<file path="src/rtl/ps2_key_tracker_if.sv">
// rtl/ps2_key_tracker_if.sv - byte pop handshake between PS/2 receiver FIFO and key tracker
//   ps2_data       : byte at receiver FIFO head (receiver -> tracker)
//   ps2_ready      : receiver FIFO non-empty (receiver -> tracker)
//   ps2_nextdata_n : active-low pop strobe (tracker -> receiver)
interface ps2_key_tracker_if;
    logic [7:0] ps2_data;
    logic       ps2_ready;
    logic       ps2_nextdata_n;

    modport master (output ps2_data, output ps2_ready, input ps2_nextdata_n);
    modport slave  (input ps2_data, input ps2_ready, output ps2_nextdata_n);
endinterface

</file>
<file path="src/rtl/ps2_key_tracker.sv">
// rtl/ps2_key_tracker.sv - PS/2 set-2 decoder with held-key tracking, press counter and press history
//   clk, rst      : clock, synchronous active-low reset
//   ps2 (slave)   : ps2_data/ps2_ready in, ps2_nextdata_n out (pop handshake)
//   key_code/key_ext/key_held : most recent new press and whether it is still down
//   press_cnt     : wrapping count of distinct presses
//   press_pulse/release_pulse : one-cycle strobes
//   hist_idx -> hist_data     : registered history read, 0 = newest, {ext, code}
//   hist_count    : valid history entries, saturating at HIST_DEPTH
//   seg0..seg3    : active-low hex digits, only when PS2_KEY_TRACKER_SEG_EN is defined
module ps2_key_tracker #(
    parameter int HIST_DEPTH = 8,
    parameter int CNT_W      = 8
) (
    input  logic                            clk,
    input  logic                            rst,
    ps2_key_tracker_if.slave                ps2,
    output logic [7:0]                      key_code,
    output logic                            key_ext,
    output logic                            key_held,
    output logic [CNT_W-1:0]                press_cnt,
    output logic                            press_pulse,
    output logic                            release_pulse,
    input  logic [$clog2(HIST_DEPTH)-1:0]   hist_idx,
    output logic [8:0]                      hist_data,
    output logic [$clog2(HIST_DEPTH):0]     hist_count
`ifdef PS2_KEY_TRACKER_SEG_EN
    ,
    output logic [6:0]                      seg0,
    output logic [6:0]                      seg1,
    output logic [6:0]                      seg2,
    output logic [6:0]                      seg3
`endif
);
    localparam int IW = $clog2(HIST_DEPTH);
    localparam int CW = IW + 1;

    typedef enum logic [1:0] {S_IDLE, S_EXT, S_BRK, S_EXT_BRK} state_t;

    state_t           state_q, state_d;
    logic             nextdata_n_q, nextdata_n_d;
    logic [7:0]       key_code_q, key_code_d;
    logic             key_ext_q, key_ext_d;
    logic             key_held_q, key_held_d;
    logic [CNT_W-1:0] press_cnt_q, press_cnt_d;
    logic             press_pulse_q, press_pulse_d;
    logic             release_pulse_q, release_pulse_d;
    logic [IW-1:0]    hist_wptr_q, hist_wptr_d;
    logic [CW-1:0]    hist_count_q, hist_count_d;
    logic [8:0]       hist_data_q, hist_data_d;
    logic [8:0]       hist_mem [HIST_DEPTH];

    logic             accept;
    logic             ev_make, ev_break, ev_ext, is_current, push;
    logic [IW-1:0]    rd_ptr;

    // The pop strobe doubles as the busy flag: no accept while it is low.
    assign accept = ps2.ps2_ready && nextdata_n_q;

    always_comb begin
        state_d         = state_q;
        ev_make         = 1'b0;
        ev_break        = 1'b0;
        ev_ext          = 1'b0;
        key_code_d      = key_code_q;
        key_ext_d       = key_ext_q;
        key_held_d      = key_held_q;
        press_cnt_d     = press_cnt_q;
        press_pulse_d   = 1'b0;
        release_pulse_d = 1'b0;
        push            = 1'b0;
        hist_wptr_d     = hist_wptr_q;
        hist_count_d    = hist_count_q;
        nextdata_n_d    = !accept;

        if (accept) begin
            case (state_q)
                S_IDLE: begin
                    if (ps2.ps2_data == 8'hE0)      state_d = S_EXT;
                    else if (ps2.ps2_data == 8'hF0) state_d = S_BRK;
                    else                            ev_make = 1'b1;
                end
                S_EXT: begin
                    if (ps2.ps2_data == 8'hF0) begin
                        state_d = S_EXT_BRK;
                    end else begin
                        ev_make = 1'b1;
                        ev_ext  = 1'b1;
                        state_d = S_IDLE;
                    end
                end
                S_BRK: begin
                    ev_break = 1'b1;
                    state_d  = S_IDLE;
                end
                default: begin
                    ev_break = 1'b1;
                    ev_ext   = 1'b1;
                    state_d  = S_IDLE;
                end
            endcase
        end

        is_current = key_held_q && (ev_ext == key_ext_q) && (ps2.ps2_data == key_code_q);

        // A make matching the held key is a typematic repeat and changes nothing.
        if (ev_make && !is_current) begin
            key_code_d    = ps2.ps2_data;
            key_ext_d     = ev_ext;
            key_held_d    = 1'b1;
            press_cnt_d   = press_cnt_q + CNT_W'(1);
            press_pulse_d = 1'b1;
            push          = 1'b1;
            hist_wptr_d   = hist_wptr_q + IW'(1);
            if (hist_count_q != CW'(HIST_DEPTH))
                hist_count_d = hist_count_q + CW'(1);
        end

        if (ev_break && is_current) begin
            key_held_d      = 1'b0;
            release_pulse_d = 1'b1;
        end

        // Read uses pre-push pointer/contents; newest entry sits just below the write pointer.
        rd_ptr = hist_wptr_q - IW'(1) - hist_idx;
        if ({1'b0, hist_idx} >= hist_count_q) hist_data_d = 9'd0;
        else                                  hist_data_d = hist_mem[rd_ptr];
    end

    always_ff @(posedge clk) begin
        if (rst && push) hist_mem[hist_wptr_q] <= {ev_ext, ps2.ps2_data};
    end

    always_ff @(posedge clk) begin
        if (!rst) begin
            state_q         <= S_IDLE;
            nextdata_n_q    <= 1'b1;
            key_code_q      <= 8'd0;
            key_ext_q       <= 1'b0;
            key_held_q      <= 1'b0;
            press_cnt_q     <= '0;
            press_pulse_q   <= 1'b0;
            release_pulse_q <= 1'b0;
            hist_wptr_q     <= '0;
            hist_count_q    <= '0;
            hist_data_q     <= 9'd0;
        end else begin
            state_q         <= state_d;
            nextdata_n_q    <= nextdata_n_d;
            key_code_q      <= key_code_d;
            key_ext_q       <= key_ext_d;
            key_held_q      <= key_held_d;
            press_cnt_q     <= press_cnt_d;
            press_pulse_q   <= press_pulse_d;
            release_pulse_q <= release_pulse_d;
            hist_wptr_q     <= hist_wptr_d;
            hist_count_q    <= hist_count_d;
            hist_data_q     <= hist_data_d;
        end
    end

    assign ps2.ps2_nextdata_n = nextdata_n_q;
    assign key_code           = key_code_q;
    assign key_ext            = key_ext_q;
    assign key_held           = key_held_q;
    assign press_cnt          = press_cnt_q;
    assign press_pulse        = press_pulse_q;
    assign release_pulse      = release_pulse_q;
    assign hist_data          = hist_data_q;
    assign hist_count         = hist_count_q;

`ifdef PS2_KEY_TRACKER_SEG_EN
    function automatic logic [6:0] hex7(input logic [3:0] n);
        logic [6:0] on;
        case (n)
            4'h0: on = 7'h3F;  4'h1: on = 7'h06;  4'h2: on = 7'h5B;  4'h3: on = 7'h4F;
            4'h4: on = 7'h66;  4'h5: on = 7'h6D;  4'h6: on = 7'h7D;  4'h7: on = 7'h07;
            4'h8: on = 7'h7F;  4'h9: on = 7'h6F;  4'hA: on = 7'h77;  4'hB: on = 7'h7C;
            4'hC: on = 7'h39;  4'hD: on = 7'h5E;  4'hE: on = 7'h79;  default: on = 7'h71;
        endcase
        return ~on;
    endfunction

    logic [6:0] seg0_q, seg0_d, seg1_q, seg1_d, seg2_q, seg2_d, seg3_q, seg3_d;
    logic [7:0] cnt8;

    // Driven from the next-state values so digits change together with key_*/press_cnt.
    always_comb begin
        cnt8   = 8'(press_cnt_d);
        seg0_d = key_held_d ? hex7(key_code_d[3:0]) : 7'h7F;
        seg1_d = key_held_d ? hex7(key_code_d[7:4]) : 7'h7F;
        seg2_d = hex7(cnt8[3:0]);
        seg3_d = hex7(cnt8[7:4]);
    end

    always_ff @(posedge clk) begin
        if (!rst) begin
            seg0_q <= 7'h7F;
            seg1_q <= 7'h7F;
            seg2_q <= 7'h7F;
            seg3_q <= 7'h7F;
        end else begin
            seg0_q <= seg0_d;
            seg1_q <= seg1_d;
            seg2_q <= seg2_d;
            seg3_q <= seg3_d;
        end
    end

    assign seg0 = seg0_q;
    assign seg1 = seg1_q;
    assign seg2 = seg2_q;
    assign seg3 = seg3_q;
`endif
endmodule
</file>
<file path="src/flat_wrapper.sv">
// flat-port wrapper written by rule: the top's interface ports become plain ports
module ps2_key_tracker_flat 
#(
    parameter int HIST_DEPTH = 8,
    parameter int CNT_W      = 8
)
  (clk, rst, key_code, key_ext, key_held, press_cnt, press_pulse, release_pulse, hist_idx, hist_data, hist_count, ps2_ps2_data, ps2_ps2_ready, ps2_ps2_nextdata_n);
  ps2_key_tracker_if ps2_i ();
  input  logic clk;
  input  logic rst;
  output logic [7:0] key_code;
  output logic key_ext;
  output logic key_held;
  output logic [CNT_W-1:0] press_cnt;
  output logic press_pulse;
  output logic release_pulse;
  input  logic [$clog2(HIST_DEPTH)-1:0] hist_idx;
  output logic [8:0] hist_data;
  output logic [$clog2(HIST_DEPTH):0] hist_count;
  input wire logic [$bits(ps2_i.ps2_data)-1:0] ps2_ps2_data;
  input wire logic [$bits(ps2_i.ps2_ready)-1:0] ps2_ps2_ready;
  output wire logic [$bits(ps2_i.ps2_nextdata_n)-1:0] ps2_ps2_nextdata_n;
  assign ps2_i.ps2_data = ps2_ps2_data;
  assign ps2_i.ps2_ready = ps2_ps2_ready;
  assign ps2_ps2_nextdata_n = ps2_i.ps2_nextdata_n;
  ps2_key_tracker #(.HIST_DEPTH(HIST_DEPTH), .CNT_W(CNT_W)) u_core (.clk(clk), .rst(rst), .ps2(ps2_i), .key_code(key_code), .key_ext(key_ext), .key_held(key_held), .press_cnt(press_cnt), .press_pulse(press_pulse), .release_pulse(release_pulse), .hist_idx(hist_idx), .hist_data(hist_data), .hist_count(hist_count));
endmodule
</file>
<file path="config.mk">
export PLATFORM = sky130hd
export DESIGN_NAME = ps2_key_tracker_flat
export DESIGN_NICKNAME = d
export VERILOG_FILES = /design/src/rtl/ps2_key_tracker_if.sv /design/src/rtl/ps2_key_tracker.sv /design/src/flat_wrapper.sv
export SDC_FILE = /design/constraint.sdc
export NUM_CORES = 1
export LEC_CHECK = 0
export CAP_MARGIN = 20
export CORE_ASPECT_RATIO = 1.75
export CORE_MARGIN = 10
export CORE_UTILIZATION = 58
export CTS_BUF_LIST = sky130_fd_sc_hd__clkbuf_2 sky130_fd_sc_hd__clkbuf_4 sky130_fd_sc_hd__clkbuf_8
export CTS_CLUSTER_DIAMETER = 60
export CTS_CLUSTER_SIZE = 16
export DETAILED_ROUTE_END_ITERATION = 12
export DONT_BUFFER_PORTS = 1
export GPL_ROUTABILITY_DRIVEN = 0
export MAX_ROUTING_LAYER = met4
export PLACE_DENSITY = 0.74
export SLEW_MARGIN = 0
export SYNTH_ARGS = -nofsm -noshare
export SYNTH_HDL_FRONTEND = slang
export SYNTH_SLANG_ARGS = --single-unit
</file>
<file path="constraint.sdc">
create_clock -name clk -period 9.3 [get_ports clk]
set_clock_uncertainty 0.15 [all_clocks]
set_input_delay 1.395 -clock clk [delete_from_list [all_inputs] [get_ports clk]]
set_output_delay 1.395 -clock clk [all_outputs]
set_load 0.05 [all_outputs]
</file>
==> results.toml <==
[synthesis]
async_flop_share_pct = 0
synth_edf_count = 72
post-synth-top-area-fraction_pct = 47.34
synthFlopType = "edfxtp_1"
post-synth-top-area-cell = "edfxtp_1"
seq_area_frac_synth_pct = 64.44
netlist_instances = 315
yosysUniqueCellTypes = 40
syn-cell-area_um2 = 4567
syn_nets = 338
syn_area_per_cell_um2 = 14.50
yosysWarnings = 0
synthTopCellsByArea = "edfxtp_1, dfxtp_1, mux4_2"
yosys_register_bits = 111

[clocking]
post_cts_buffers = 0
cts_tree = "done"
path_clk_slew_ns = 0.10
cts_sinks = 111
cts_made_buffers = 9
cts-resized-gates = 0
h-tree-depth = 3
clockBufferDepth = 2
clock_latency_ns = 0.37
hold_buffers = 0
cts_root_buf = "clkbuf_8"

[routing]
wl_per_cell_um = 21.18
postRouteAntennaNets = 0
dr.first_iter.drc_count = 178
wl_um = 8749
drc = 0
firstDrtPassIters = 4
viasPerCell = 6.061
num_vias = 2503

[worst_setup_path]
path_buf_inv = 0
cp.depth = 6
max_stage_delay_ns = 0.65
path_delay_family = "simple AND/OR/NAND/NOR gates"
critPathMaxFanout = 33
required_ns = 9.15
crit_path_start_kind = "input port"
arrival_ns = 3.80
crit_path_cell_trace = "nor4bb_4 > a31oi_4 > xnor2_2 > a21oi_4 > nand2_1 > nor2_1"
cp_slowest_cell = "a21oi_4"
path_class = "input port to flop"
critPathCaptureType = "flop"
rr_worst_depth = 6

[power_and_ir_drop]
p_leak_nw = 1.640
ir_drop_uv = 168.0
p_per_area_nw_per_um2 = 199.6

[grt]
grt_start_max_net_pins = 41
gr-total-overflow = 0
antenna_found_initial = 0
grt_pass1_wl_um = 13640
track_usage_pct = 15.53
grt_pass1_vias = 2551

[job]
max-cap-violations = 0

[floorplan]
io_pins = 48
design.die.area_um2 = 11960
dieHeight_um = 137.4
die_w_um = 87.08
coreArea_um2 = 7620
placementRows = 42
initial_core_util_pct = 59.93

[finish]
diodes = 0
fillCellCount = 544
syn2layout_area_growth_pct = 7.069
finalNetCount = 343
drive_above_1_share_pct = 16.00

[timing]
finalSetupTns_ns = 0
period_share_pct = 42.43
worst_pin_slew_ns = 0.9538
hold_violations = 0
fmax_mhz = 253.4
finalMaxSlewViolations = 0
rsz0062_at_grt = "no"
period_needed_ns = 3.946
finalSetupViolations = 0
slew_headroom_pct = 36.07
whs_ns = 0.3780

[placement]
port_buffers = 0
place_hpwl_um = 6177

[run_status]
status = "complete, no violations"

[worst_hold_path]
hp-class = "flop to flop"
worstHoldPathCells = 2
kinds of logic after synthesis:
group                      after synthesis  share of synthesized area [%]
and+or+nand+nor                         93                          10.49
muxes                                   34                          12.38
DFF                                    111                          64.44
xor gates and xnor gates                14                          3.014
adders and majority gates                9                          2.630
buffers and inverters                   23                          2.466
AOI/OAI and AO/OA                       31                          4.575
metal layers:
layer	up-vias	part of all wire, %	track usage (%)	routed length (um)
li1	1188	-	-	-
met1	1243	36	15.21	3144
met2	62	56	27.11	4866
met3	10	6.9	5.736	608
met4	0	1.5	5.696	129
met5	-	0	-	0
synthesized netlist by cell type (3+ instances only):
| cell type | instances |
|---|---|
| buf_2 | 3 |
| nor4_1 | 3 |
| buf_1 | 3 |
| edfxtp_1 | 72 |
| o21ai_0 | 14 |
| inv_1 | 9 |
| clkbuf_1 | 5 |
| mux4_2 | 18 |
| a21oi_1 | 7 |
| nand2_1 | 26 |
| nand2b_1 | 6 |
| nand4_1 | 5 |
| ha_1 | 8 |
| nor3_1 | 7 |
| nand3_1 | 19 |
| buf_6 | 3 |
| xnor2_1 | 10 |
| dfxtp_1 | 39 |
| mux2i_1 | 16 |
| nor2_1 | 18 |
registers in the layout, indices dropped and copies added, names as in the netlist, 2 cells and up:
register	count
u_core.state_q	2
u_core.hist_mem	72
u_core.key_code	8
u_core.hist_data	9
u_core.hist_count	4
u_core.press_cnt	8
u_core.hist_wptr_q	3
stage by stage:
| stage | utilization (%) | power (W) | area [um2] | cells | setup WS (ns) |
|---|---|---|---|---|---|
| floorplan | - | 0.0006542 | 4567 | 315 | 5.295 |
| global placement | 61.20 | 0.0006700 | 4663 | 397 | 5.003 |
| detailed placement | 61.20 | 0.0006717 | 4663 | 397 | 4.886 |
| CTS | 64.17 | 0.0009839 | 4890 | 413 | 5.333 |
| global route | 64.17 | 0.001008 | 4890 | 413 | 5.162 |
| finish | 64.17 | 0.0009758 | 4890 | 413 | 5.354 |
cells in the final DEF (no fill, tap or decap), types with 3 or more instances in the layout:
master,count
nor2_1,18
a21oi_1,7
nand3_1,19
ha_1,8
inv_1,9
nand4_1,5
nor3_1,6
buf_4,8
mux4_2,18
nand2_1,26
xnor2_1,10
mux2i_1,16
dfxtp_1,39
nor4_1,3
o21ai_0,14
clkbuf_8,10
nand2b_1,6
edfxtp_1,72
worst min-delay path, delay by kind of cell (launching register included):
family         cells  cell delay, ns
AO/OA/AOI/OAI      2            0.15
flip-flops         1            0.34
worst paths after layout:
kind / startpoint / end / slack (ns)
worst min register to register: u_core.state_q[0]$_SDFFE_PN0P_ / u_core.state_q[0]$_SDFFE_PN0P_ / 0.38
worst max register to register: u_core.ps2.ps2_nextdata_n$_SDFF_PN1_ / u_core.hist_mem[7][2]$_DFFE_PP_ / 5.72
worst min-delay path: u_core.state_q[0]$_SDFFE_PN0P_ / u_core.state_q[0]$_SDFFE_PN0P_ / 0.38
worst max-delay path: ps2_ps2_data[5] / u_core.hist_mem[7][2]$_DFFE_PP_ / 5.35
cell type report:
cell class	instances	area [um2]	area share [%]
flip-flops and latches	111	2943	60.18
multi-input cells	181	1516	31.01
clock buffers	11	145.1	2.968
well taps	88	110.1	2.252
clock inverters	5	81.33	1.663
repair buffers	8	60.06	1.228
inverters	9	33.78	0.6909
where the power goes:
part / internal (W) / switching (W) / total (W)
registers: 0.000535 / 0.0000365 / 0.000572
logic: 0.0000430 / 0.0000431 / 0.0000862
clock network: 0.000162 / 0.000156 / 0.000318
(Power assumes the default switching activity.)
